$ cat src/rtl/fetch_queue_pkg.sv
`default_nettype none
// +------------------------------------------------------------------+
// | fetch_queue_pkg : shared widths, request FSM states, helpers      |
// | Rev 1.0 - initial release                                        |
// +------------------------------------------------------------------+
package fetch_queue_pkg;

  localparam int RISCV_ADDR_WIDTH = 32;
  localparam int RISCV_WORD_WIDTH = 32;

  localparam logic [RISCV_ADDR_WIDTH-1:0] FQ_WORD_BYTES = RISCV_ADDR_WIDTH'(4);

  typedef enum logic [1:0] {
    FQ_IDLE     = 2'd0,
    FQ_REQ      = 2'd1,
    FQ_REQ_KILL = 2'd2
  } fq_state_e;

  function automatic logic [RISCV_ADDR_WIDTH-1:0] word_align(
    input logic [RISCV_ADDR_WIDTH-1:0] addr
  );
    return addr & {{(RISCV_ADDR_WIDTH-2){1'b1}}, 2'b00};
  endfunction

endpackage
`default_nettype wire

$ cat src/rtl/fetch_queue_fifo.sv
`default_nettype none
// +------------------------------------------------------------------+
// | fetch_fifo : DEPTH-entry circular buffer of {address, word}       |
// | Rev 1.0 - initial release                                        |
// +------------------------------------------------------------------+
module fetch_fifo #(
  parameter int DEPTH = 4,
  parameter int AW    = 32,
  parameter int DW    = 32
) (
  input  logic                      clk,
  input  logic                      rst,
  input  logic                      push,
  input  logic [AW-1:0]             push_addr,
  input  logic [DW-1:0]             push_data,
  input  logic                      pop,
  input  logic                      clear,
  output logic                      empty,
  output logic [$clog2(DEPTH):0]    count,
  output logic [AW-1:0]             head_addr,
  output logic [DW-1:0]             head_data
);

  localparam int PW = $clog2(DEPTH);

  logic [PW:0]        r_head;
  logic [PW:0]        r_tail;
  logic [AW+DW-1:0]   r_mem [DEPTH];
  logic [AW+DW-1:0]   w_head_entry;

  // Extra wrap bit on each pointer lets tail - head span 0..DEPTH
  always_ff @(posedge clk) begin
    if (rst || clear) begin
      r_head <= '0;
      r_tail <= '0;
    end else begin
      if (push) r_tail <= r_tail + 1'b1;
      if (pop)  r_head <= r_head + 1'b1;
    end
  end

  always_ff @(posedge clk) begin
    if (push) r_mem[r_tail[PW-1:0]] <= {push_addr, push_data};
  end

  assign count        = r_tail - r_head;
  assign empty        = (count == '0);
  assign w_head_entry = r_mem[r_head[PW-1:0]];
  assign head_addr    = empty ? '0 : w_head_entry[AW+DW-1:DW];
  assign head_data    = empty ? '0 : w_head_entry[DW-1:0];

endmodule
`default_nettype wire

$ cat src/rtl/fetch_queue.sv
`default_nettype none
// +------------------------------------------------------------------+
// | fetch_queue : prefetching instruction fetch unit with redirects   |
// | Optional FETCH_PERF_EN enables fetched/flushed/stall counters.    |
// | Rev 1.0 - initial release                                        |
// +------------------------------------------------------------------+
module fetch_queue
  import fetch_queue_pkg::*;
#(
  parameter logic [RISCV_ADDR_WIDTH-1:0] BOOT_ADDRESS = '0,
  parameter int                          DEPTH        = 4
) (
  input  logic                          clk,
  input  logic                          rst,
  input  logic [RISCV_ADDR_WIDTH-1:0]   target_addr_i,
  input  logic                          target_valid_i,
  input  logic                          retire_inst_i,
  output logic [RISCV_WORD_WIDTH-1:0]   instr_o,
  output logic [RISCV_ADDR_WIDTH-1:0]   instr_addr_o,
  output logic                          instr_valid_o,
  output logic                          imem_valid_o,
  input  logic                          imem_ready_i,
  input  logic [RISCV_WORD_WIDTH-1:0]   imem_rdata_i,
  output logic [RISCV_ADDR_WIDTH-1:0]   imem_addr_o,
  output logic [31:0]                   imem_wdata_o,
  output logic [3:0]                    imem_we_o,
  output logic [31:0]                   perf_fetched_o,
  output logic [31:0]                   perf_flushed_o,
  output logic [31:0]                   perf_stall_o
);

  localparam int CW = $clog2(DEPTH) + 1;

  fq_state_e                    r_state;
  fq_state_e                    w_state_next;
  logic [RISCV_ADDR_WIDTH-1:0]  r_pc;
  logic [RISCV_ADDR_WIDTH-1:0]  r_req_addr;
  logic [RISCV_ADDR_WIDTH-1:0]  w_target;
  logic [RISCV_ADDR_WIDTH-1:0]  w_issue_pc;
  logic                         w_xfer;
  logic                         w_push;
  logic                         w_pop;
  logic                         w_issue;
  logic                         w_room;
  logic                         w_empty;
  logic [CW-1:0]                w_count;
  logic [CW-1:0]                w_count_next;

  assign imem_valid_o = (r_state != FQ_IDLE);
  assign imem_addr_o  = r_req_addr;
  assign imem_wdata_o = '0;
  assign imem_we_o    = '0;

  assign w_xfer     = imem_valid_o && imem_ready_i;
  assign w_target   = word_align(target_addr_i);
  assign w_issue_pc = target_valid_i ? w_target : r_pc;

  // A redirect overrides both the incoming response and a same-cycle retire
  assign w_push = w_xfer && (r_state == FQ_REQ) && !target_valid_i;
  assign w_pop  = retire_inst_i && !w_empty && !target_valid_i;

  always_comb begin
    w_count_next = w_count;
    if (target_valid_i) w_count_next = '0;
    else                w_count_next = w_count + CW'(w_push) - CW'(w_pop);
  end

  assign w_room = (w_count_next < CW'(DEPTH));

  always_comb begin
    w_state_next = r_state;
    w_issue      = 1'b0;
    case (r_state)
      FQ_IDLE: begin
        if (w_room) begin
          w_state_next = FQ_REQ;
          w_issue      = 1'b1;
        end
      end
      FQ_REQ: begin
        if (w_xfer) begin
          if (w_room) begin
            w_state_next = FQ_REQ;
            w_issue      = 1'b1;
          end else begin
            w_state_next = FQ_IDLE;
          end
        end else if (target_valid_i) begin
          w_state_next = FQ_REQ_KILL;
        end
      end
      FQ_REQ_KILL: begin
        // Queue is empty while a killed request drains, so there is always room
        if (w_xfer) begin
          w_state_next = FQ_REQ;
          w_issue      = 1'b1;
        end
      end
      default: w_state_next = FQ_IDLE;
    endcase
  end

  always_ff @(posedge clk) begin
    if (rst) begin
      r_state    <= FQ_IDLE;
      r_pc       <= BOOT_ADDRESS;
      r_req_addr <= '0;
    end else begin
      r_state <= w_state_next;
      if (w_issue) begin
        r_req_addr <= w_issue_pc;
        r_pc       <= w_issue_pc + FQ_WORD_BYTES;
      end else if (target_valid_i) begin
        r_pc <= w_target;
      end
    end
  end

  fetch_fifo #(
    .DEPTH (DEPTH),
    .AW    (RISCV_ADDR_WIDTH),
    .DW    (RISCV_WORD_WIDTH)
  ) u_fifo (
    .clk       (clk),
    .rst       (rst),
    .push      (w_push),
    .push_addr (r_req_addr),
    .push_data (imem_rdata_i),
    .pop       (w_pop),
    .clear     (target_valid_i),
    .empty     (w_empty),
    .count     (w_count),
    .head_addr (instr_addr_o),
    .head_data (instr_o)
  );

  assign instr_valid_o = !w_empty;

`ifdef FETCH_PERF_EN
  logic [31:0] r_perf_fetched;
  logic [31:0] r_perf_flushed;
  logic [31:0] r_perf_stall;
  logic        w_drop_xfer;
  logic [31:0] w_flush_inc;

  assign w_drop_xfer = w_xfer && ((r_state == FQ_REQ_KILL) || target_valid_i);
  assign w_flush_inc = (target_valid_i ? 32'(w_count) : 32'd0) + 32'(w_drop_xfer);

  always_ff @(posedge clk) begin
    if (rst) begin
      r_perf_fetched <= '0;
      r_perf_flushed <= '0;
      r_perf_stall   <= '0;
    end else begin
      r_perf_fetched <= r_perf_fetched + 32'(w_push);
      r_perf_flushed <= r_perf_flushed + w_flush_inc;
      r_perf_stall   <= r_perf_stall + 32'(w_empty);
    end
  end

  assign perf_fetched_o = r_perf_fetched;
  assign perf_flushed_o = r_perf_flushed;
  assign perf_stall_o   = r_perf_stall;
`else
  assign perf_fetched_o = '0;
  assign perf_flushed_o = '0;
  assign perf_stall_o   = '0;
`endif

endmodule
`default_nettype wire
$ cat config.mk
export PLATFORM = sky130hd
export DESIGN_NAME = fetch_queue
export DESIGN_NICKNAME = d
export VERILOG_FILES = /design/src/rtl/fetch_queue_pkg.sv /design/src/rtl/fetch_queue_fifo.sv /design/src/rtl/fetch_queue.sv
export SDC_FILE = /design/constraint.sdc
export NUM_CORES = 1
export LEC_CHECK = 0
export BUFFER_PORTS_ARGS = -buffer_cell sky130_fd_sc_hd__buf_2
export CORE_ASPECT_RATIO = 0.5
export CORE_MARGIN = 3
export CORE_UTILIZATION = 45
export DETAILED_ROUTE_END_ITERATION = 12
export GPL_TIMING_DRIVEN = 0
export PLACE_DENSITY = 0.74
export SLEW_MARGIN = 20
export SYNTH_ARGS = -nofsm -noshare
export SYNTH_HDL_FRONTEND = slang
export SYNTH_SLANG_ARGS = --single-unit
$ cat constraint.sdc
create_clock -name clk -period 8.6 [get_ports clk]
set_input_delay 0.86 -clock clk [delete_from_list [all_inputs] [get_ports clk]]
set_output_delay 0.86 -clock clk [all_outputs]
set_load 0.02 [all_outputs]
==> results of run 1 <==
## Yosys cell counts (all sizes together), types with 5 or more instances
cell type	n	area, sq um
a211oi	31	233
a21o	5	37.5
a21oi	8	43.8
and2	73	457
and3	8	50.1
buf	152	1090
clkbuf	28	105
dfxtp	74	1480
edfxtp	256	7690
ha	9	113
inv	9	33.8
mux2i	32	320
mux4	64	1440
nand2	15	56.3
nand3	7	35.0
nand4b	5	43.8
nor2	55	206
nor3	18	90.1
nor4	10	68.8
o211ai	5	37.5
o21ai	9	56.3
o31a	8	70.1
xnor2	12	124
## worst max path at each step
| stage | endpoint | slack [ns] | cells past startpoint |
|---|---|---|---|
| global route | imem_addr_o[25] | 3.96 | 17 |
| CTS | instr_o[13] | 4.18 | 9 |
| global placement | u_fifo.r_mem[3][18] | 3.21 | 7 |
| floorplan | r_pc[21] | 4.49 | 16 |
| finish | imem_addr_o[25] | 4.08 | 17 |
| detailed placement | imem_addr_o[25] | 3.60 | 17 |
## state kept, by name, indices dropped and copies added, names as in the netlist, named ones only
name / flops
r_state: 2
u_fifo.r_tail: 3
u_fifo.r_mem: 256
u_fifo.r_head: 3
r_pc: 32
imem_addr_o: 32
## worst max-delay path: stages
cell	delay, ns
buf_4	0.15
buf_6	0.17
buf_4	0.23
buf_2	0.34
buf_2	0.38
buf_2	0.37
nor2_1	0.10
ha_1	0.20
inv_1	0.05
ha_1	0.21
nor3b_1	0.13
nor2_1	0.34
xnor2_1	0.25
a21oi_2	0.50
buf_2	0.36
nor2_1	0.07
a211oi_1	0.24
## area by class of cell
class,count,area [sq um]
timing repair buffer,166,921
fill,2453,13400
antenna,1,2.50
buffer,180,1200
multi-input combinational,553,4420
clock inverter,19,239
clock buffer,37,838
sequential,330,9170
inverter,9,33.8
tap,423,529
## metal layers
metal  vias to the layer above  share of wire [%]
met2                       323                 51
met4                         2                3.3
met5                         -              0.041
li1                       3942                  -
met3                        69                5.7
met1                      4235                 40
## power breakdown
part / internal [mW] / switching (mW) / total, mW
sequential: 1.76 / 0.0347 / 1.80
clock: 0.845 / 0.593 / 1.44
combinational: 0.126 / 0.208 / 0.335
total: 2.73 / 0.837 / 3.57
## kinds of logic (layout without fill, tap and decap cells)
family,after synthesis,count (layout),synth area share [%]
XOR/XNOR,16,16,1.35
buffers and inverters,189,411,8.59
adder cells (fa/ha/maj),10,10,0.926
flip-flops,330,330,64.0
multiplexers,100,100,12.6
AO/OA/AOI/OAI,85,85,4.47
other,1,133,0.0262
AND/OR/NAND/NOR,210,210,7.98
## through the flow
stage,instances,cell area (sq um)
2_1_floorplan,1072,14800
3_3_place_gp,1657,16100
3_5_place_dp,1661,16300
4_1_cts,1717,17300
5_1_grt,1718,17300
6_report,1718,17300
==> results.md, run 1 <==
- VDD IR-drop max: 0.192 mV
- Critical Path Sink Type: flop
- Beginning of the worst hold path: r_pc[1]
- Worst slack, placed: 3.60 ns
- Clk_lat worst skew: around 0.56 ns
- Crit path required time: 9.07 ns
- Via Count: ~8600
- Min-Delay Endpoint: r_pc[1]
- Final Core Density: between 50% and 60%
- Detailed placement HPWL: 22.4 mm
- CTS Buf Count: 30
- Vias per cell: around 5.0
- WP data arrival: 4.98 ns
- Outcome: completed
- PnR Total Power: ~3.6 mW
- RSZ-0062 raised after global routing: false
- FF-to-FF End: imem_addr_o[25]
- WHS Path Cells: 1
- Die Wd: between 200 and 300 um
- Sequential area share after synthesis: 64.0%
- Most crowded layer after global routing: met2
- Initial antenna violation count: 2
- Port Buffer Count: around 160
- Vias in the first global route: approximately 8900
- Remaining antenna violation count: 0
- Reg-to-Reg Start: u_fifo.r_tail[0]
- R2R Setup Slk: 4.22 ns
- GPL Wtd Cong: around 0.86
- Clock Sinks: between 300 and 400
- Height of the die: 132 um
- Slew @ Worst Pin: 0.914 ns
- Die ar.: ~34000 sq um
- Top FF cell, synth: edfxtp_1
- Ports: around 300
- Met3 Track Usage GR: 3.11%
- Skew final: between 0.015 and 0.02 ns
- WS Path Type: in -> reg
- Routed len/inst: about 19 um
- DR iter-0 viols: about 550
- Global-route wire length before repair: roughly 50 mm
- Core area: 30800 sq um
- Longest Clk Path Bufs: 3
- Final WS setup: around 4.1 ns
- Nets: 1349
- Hold WC Path Type: reg -> reg
- Power Dens Cells: 206 nW/um^2
- DRC: 0
- Max_cap viols: 0
- Commonest non-fill, non-tap cell in the layout: edfxtp_1
- Total Routing Usage GR: a little under a fifth
- Relative slew slack: between 30% and 40%
- Largest net degree at the start of global routing: 43
- CTS tree: yes
- Final setup vio count: 0
- Sum Neg Setup Slack: 0 ns
- Met1 Use GR: a little under a quarter
- Type of origin of the critical path: input pin
- Final hold violation count: 0
- Area delta synth->final: 21.2%
- Most frequent cells in the layout: edfxtp_1, buf_2, buf_4
- Cell area after synthesis: about 14000 sq um
- Share of cells above drive strength 1: ~35%
- Congestion Overflow GR: 0
- 1st-pass router iterations: 5
- Row count: 45
- Final Cycle Share: between 50% and 60%
- Post_cts resized: 0
- Post-CTS Hold Fix Bufs: 0
- Cells after Synth: approximately 940
- Yosys warns: 0
- Clk slew on worst S/H paths: roughly 0.07 ns
- Routed WL: approximately 32 mm
- Post-CTS repair timing setup buffer count: 0
- Post-layout minimum cycle time: ~4.5 ns
- H-Tree Depth: 1
- Fin Hold WS: roughly 0.47 ns
- Initial core utilization: between 40% and 50%
- Post-synth ARST share: 0%
- P_leak: around 6.8 nW
- EDFF count, synth: between 200 and 300
- Mapped Avg Cell Area: 15.2 sq um
- Setup crit start: target_valid_i
- Reg2Reg Depth: 16
- Maximum clock frequency: 0.221 GHz
- Root buf cell: clkbuf_16
- Max Fanout on Critical Path: 10
- Netlist cell types: 60
- Met2 Use GR: around a third
- Flops & latches, synth: between 300 and 400
- Max Slew Vio Count: 0
Note: power is estimated with default switching activity, not from simulation.
==> inputs of run 2 (changes only) <==
--- a/config.mk
+++ b/config.mk
@@ -5,13 +5,14 @@
 export SDC_FILE = /design/constraint.sdc
 export NUM_CORES = 1
 export LEC_CHECK = 0
+export ABC_AREA = 1
 export BUFFER_PORTS_ARGS = -buffer_cell sky130_fd_sc_hd__buf_2
 export CORE_ASPECT_RATIO = 0.5
 export CORE_MARGIN = 3
 export CORE_UTILIZATION = 45
 export DETAILED_ROUTE_END_ITERATION = 12
 export GPL_TIMING_DRIVEN = 0
-export PLACE_DENSITY = 0.74
+export PLACE_DENSITY = 0.73
 export SLEW_MARGIN = 20
 export SYNTH_ARGS = -nofsm -noshare
 export SYNTH_HDL_FRONTEND = slang
==> constraint.sdc (replaced) <==
create_clock -name clk -period 4.3 [get_ports clk]
set_input_delay 0.43 -clock clk [delete_from_list [all_inputs] [get_ports clk]]
set_output_delay 0.43 -clock clk [all_outputs]
set_load 0.02 [all_outputs]
==> results.md, run 2 <==
- Global-route wire length before repair: 58.6 mm (was 49.8 mm)
- Clock share of power: 38.6% (was 40.3%)
- RSZ-0062 raised after global routing: false (unchanged)
- Routed len/inst: 16.2 um (was 18.7 um)
- Type of origin of the critical path: flop (was input pin)
- Power Dens Cells: 388 nW/um^2 (was 206 nW/um^2)
- CP dominant cell by count: nand3_1 (was buf_2)
- Synth Area in Compound Gates: 8.75% (was 4.47%)
- Cell area after synthesis: 15300 sq um (was 14300 sq um)
- Clk_lat worst skew: 0.58 ns (was 0.56 ns)
- Reg power frac: 49.9% (was 50.3%)
- Mux cell area share after synthesis: 0% (was 12.6%)
- Root buf cell: clkbuf_16 (unchanged)
- Hold WC Path Type: in -> reg (was reg -> reg)
- Top cells by area, synth: edfxtp_1, dfxtp_1, nand2_1 (was edfxtp_1, dfxtp_1, mux4_2)
- Sw power: 1.83 mW (was 0.837 mW)
- Final WS setup: 0.344 ns (was 4.08 ns)
- Sequential area share after synthesis: 60.0% (was 64.0%)
- Final Cycle Share: 92.0%
- Area of the multi-input gates: 4840 sq um (was 4420 sq um)
- CP max stage delay: 0.56 ns (was 0.50 ns)
- EDFF count, synth: 256 (unchanged)
- Area delta synth->final: 21.4% (was 21.2%)
- WS Path Type: reg -> reg (was in -> reg)
- Core area: 33300 sq um (was 30800 sq um)
- Crit path cell chain: inv_1, ha_1, fa_1, nand4_1, nand3_1, inv_1, ha_1, inv_1, ha_1, a31oi_1, nand3_1, nand3_1, nand2_1, nand2_1, clkbuf_1, nand3_1, nand2_1, nor2_1 (was buf_4, buf_6, buf_4, buf_2, buf_2, buf_2, nor2_1, ha_1, inv_1, ha_1, nor3b_1, nor2_1, xnor2_1, a21oi_2, buf_2, nor2_1, a211oi_1)
- Die Wd: 267 um (was 258 um)
- Via Count: 11900 (was 8571)
- Largest net degree at the start of global routing: 23 (was 43)
- Maximum clock frequency: 0.253 GHz
- GPL Wtd Cong: 0.926 (was 0.857)
- Max reg flops: 256 (unchanged)
- Fin Hold WS: 0.0626 ns (was 0.471 ns)
- H-Tree Depth: 1 (unchanged)
- Detailed placement HPWL: 27.1 mm (was 22.4 mm)
- Clock Sinks: 330 (unchanged)
- Synth top area share: 50.3% (was 53.7%)
- Port Buffer Count: 164 (was 162)
- Outcome: completed (unchanged)
- Slowest-stage cell, CP: fa_1 (was a21oi_2)
- Final hold violation count: 0 (unchanged)
- Nets: 2010 (was 1349)
- Sw frac: 25.5% (was 23.4%)
- Synth Area in XOR/XNOR: 0.859% (was 1.35%)
- Max_cap viols: 0 (unchanged)
- P_leak: 8.19 nW (was 6.84 nW)
- VDD IR-drop max: 0.270 mV (was 0.192 mV)
- CTS Buf Count: 31 (was 30)
- Synth area leader: edfxtp_1 (unchanged)
- Post-synthesis adder-cell area fraction: 0.868% (was 0.926%)
- Vias per cell: 4.95 (was 4.99)
- Top FF cell, synth: edfxtp_1 (unchanged)
- Crit path required time: 4.74 ns (was 9.07 ns)
- Final setup vio count: 0 (unchanged)
- 1st-pass router iterations: 5 (unchanged)
- Congestion Overflow GR: 0 (unchanged)
- Relative slew slack: 55.3% (was 39.0%)
- Initial core utilization: 45.9% (was 46.5%)
- Largest family of logic cells by synthesized area: simple AND/OR/NAND/NOR gates (was multiplexers)
- DRC: 0 (unchanged)
- Clk slew on worst S/H paths: 0.07 ns (about the same)
- Cells after Synth: 1590 (was 941)
- Top-count cell post-synth: nand2_1 (was edfxtp_1)
- Post-layout minimum cycle time: 3.96 ns
- Slew @ Worst Pin: 0.671 ns (was 0.914 ns)
- Mapped Avg Cell Area: 9.61 sq um (was 15.2 sq um)
- Longest Clk Path Bufs: 3 (unchanged)
- Max Slew Vio Count: 0 (unchanged)
- Height of the die: 136 um (was 132 um)
- Logic pwr share: 11.5% (was 9.4%)
- Post-synth ARST share: 0% (unchanged)
- # fillers: 2851 (was 2453)
- WP data arrival: 4.39 ns (was 4.98 ns)
- Routed WL: 38.9 mm (was 32.1 mm)
- Remaining antenna violation count: 0 (unchanged)
- Share of cells above drive strength 1: 20.0% (was 34.5%)
- Vias in the first global route: 11100 (was 8886)
- Die ar.: 36400 sq um (was 34100 sq um)
- Post-CTS Hold Fix Bufs: 0 (unchanged)
- P_int: 5.37 mW (was 2.73 mW)
- Critical Path Sink Type: flop (unchanged)
- Commonest non-fill, non-tap cell in the layout: nand2_1 (was edfxtp_1)
- Flops & latches, synth: 330 (unchanged)
- CTS tree: yes (unchanged)
- Initial antenna violation count: 1 (was 2)
- Most frequent cells in the layout: nand2_1, edfxtp_1, nor2_1 (was edfxtp_1, buf_2, buf_4)
- Worst slack, placed: 0.108 ns (was 3.60 ns)
- Synth Area in Simple Gates: 17.8% (was 7.98%)
- Yosys warns: 0 (unchanged)
- Top cells by count, synth: nand2_1, edfxtp_1, nor2_1, buf_4, inv_1 (was edfxtp_1, buf_4, dfxtp_1, and2_1, mux4_2)
- Max Fanout on Critical Path: 10 (unchanged)
- Sequential cell area: 9170 sq um (unchanged)
- DR iter-0 viols: 1051 (was 548)
- Netlist cell types: 31 (was 60)
- Total Routing Usage GR: 20.5% (was 18.6%)
- Row count: 47 (was 45)
- Ports: 299 (unchanged)
- Skew final: 0.0207 ns (was 0.0200 ns)
[run 2: layer usage]
| layer | global-route usage (%) | vias to the layer above | share of wire, % |
|---|---|---|---|
| li1 | - | 5752 | - |
| met2 | 36.5 | 496 | 50 |
| met1 | 25.9 | 5530 | 40 |
| met4 | 7.36 | 0 | 3.1 |
| met3 | 2.75 | 82 | 7.2 |
| met5 | 0 | - | 0 |
[run 2: cell type report]
| cell class | instances | area share [%] |
|---|---|---|
| clock buffers | 37 | 4.41 |
| repair buffers | 177 | 6.23 |
| plain buffers | 214 | 7.18 |
| flip-flops and latches | 330 | 49.4 |
| clock inverters | 21 | 1.16 |
| multi-input cells | 1053 | 26.1 |
| diodes | 1 | 0.0135 |
| well taps | 441 | 2.97 |
| inverters | 124 | 2.51 |
[run 2: power by group through the flow]
stage               Clock [mW]  Combinational [mW]  Sequential (mW)
finish                    2.78               0.827             3.59
global route              2.93               0.905             3.60
CTS                       2.80               0.819             3.59
detailed placement           0               0.815             3.66
global placement             0               0.795             3.66
floorplan                    0               0.552             3.68
[run 2: final timing paths]
kind	start	to	slack, ns	cells after the start
max	u_fifo.r_tail[0]	imem_addr_o[1]	0.34	18
min	imem_rdata_i[23]	u_fifo.r_mem[3][23]	0.06	1
max reg2reg	u_fifo.r_tail[0]	imem_addr_o[1]	0.34	18
min reg2reg	r_pc[0]	r_pc[0]	0.45	2
[run 2: worst max-delay path, delay by kind of cell, from the launching register on]
| kind | cells | cell delay [ns] |
|---|---|---|
| compound gates | 1 | 0.21 |
| fa+ha+maj | 4 | 1.22 |
| buf+inv | 4 | 0.78 |
| flops | 1 | 0.37 |
| simple gates | 9 | 1.25 |
[run 2: per-stage QoR]
stage | cell area (sq um) | instances | utilization, % | total power, mW | TNS, ns
after floorplan | 15800 | 1721 | - | 4.23 | -21.98
after global routing | 18600 | 2398 | 55.7 | 7.44 | 0
after detailed placement | 17500 | 2339 | 52.6 | 4.48 | 0
after global placement | 17200 | 2326 | 51.5 | 4.46 | -578.50
after CTS | 18600 | 2397 | 55.7 | 7.21 | 0
final | 18600 | 2398 | 55.7 | 7.20 | 0
[run 2: cell families (layout without fill, tap and decap cells)]
| group | count (synthesis) | count (layout) |
|---|---|---|
| AO/OA/AOI/OAI | 215 | 215 |
| XOR/XNOR | 15 | 15 |
| adder cells (fa/ha/maj) | 10 | 10 |
| buffers and inverters | 338 | 573 |
| flip-flops | 330 | 330 |
| other | 1 | 133 |
| AND/OR/NAND/NOR | 681 | 681 |
[run 2: repair_timing]
action | CTS | global route
resized for setup | 0 | 2
buffers inserted | 0 | 0
setup endpoints to repair | 0 | 6
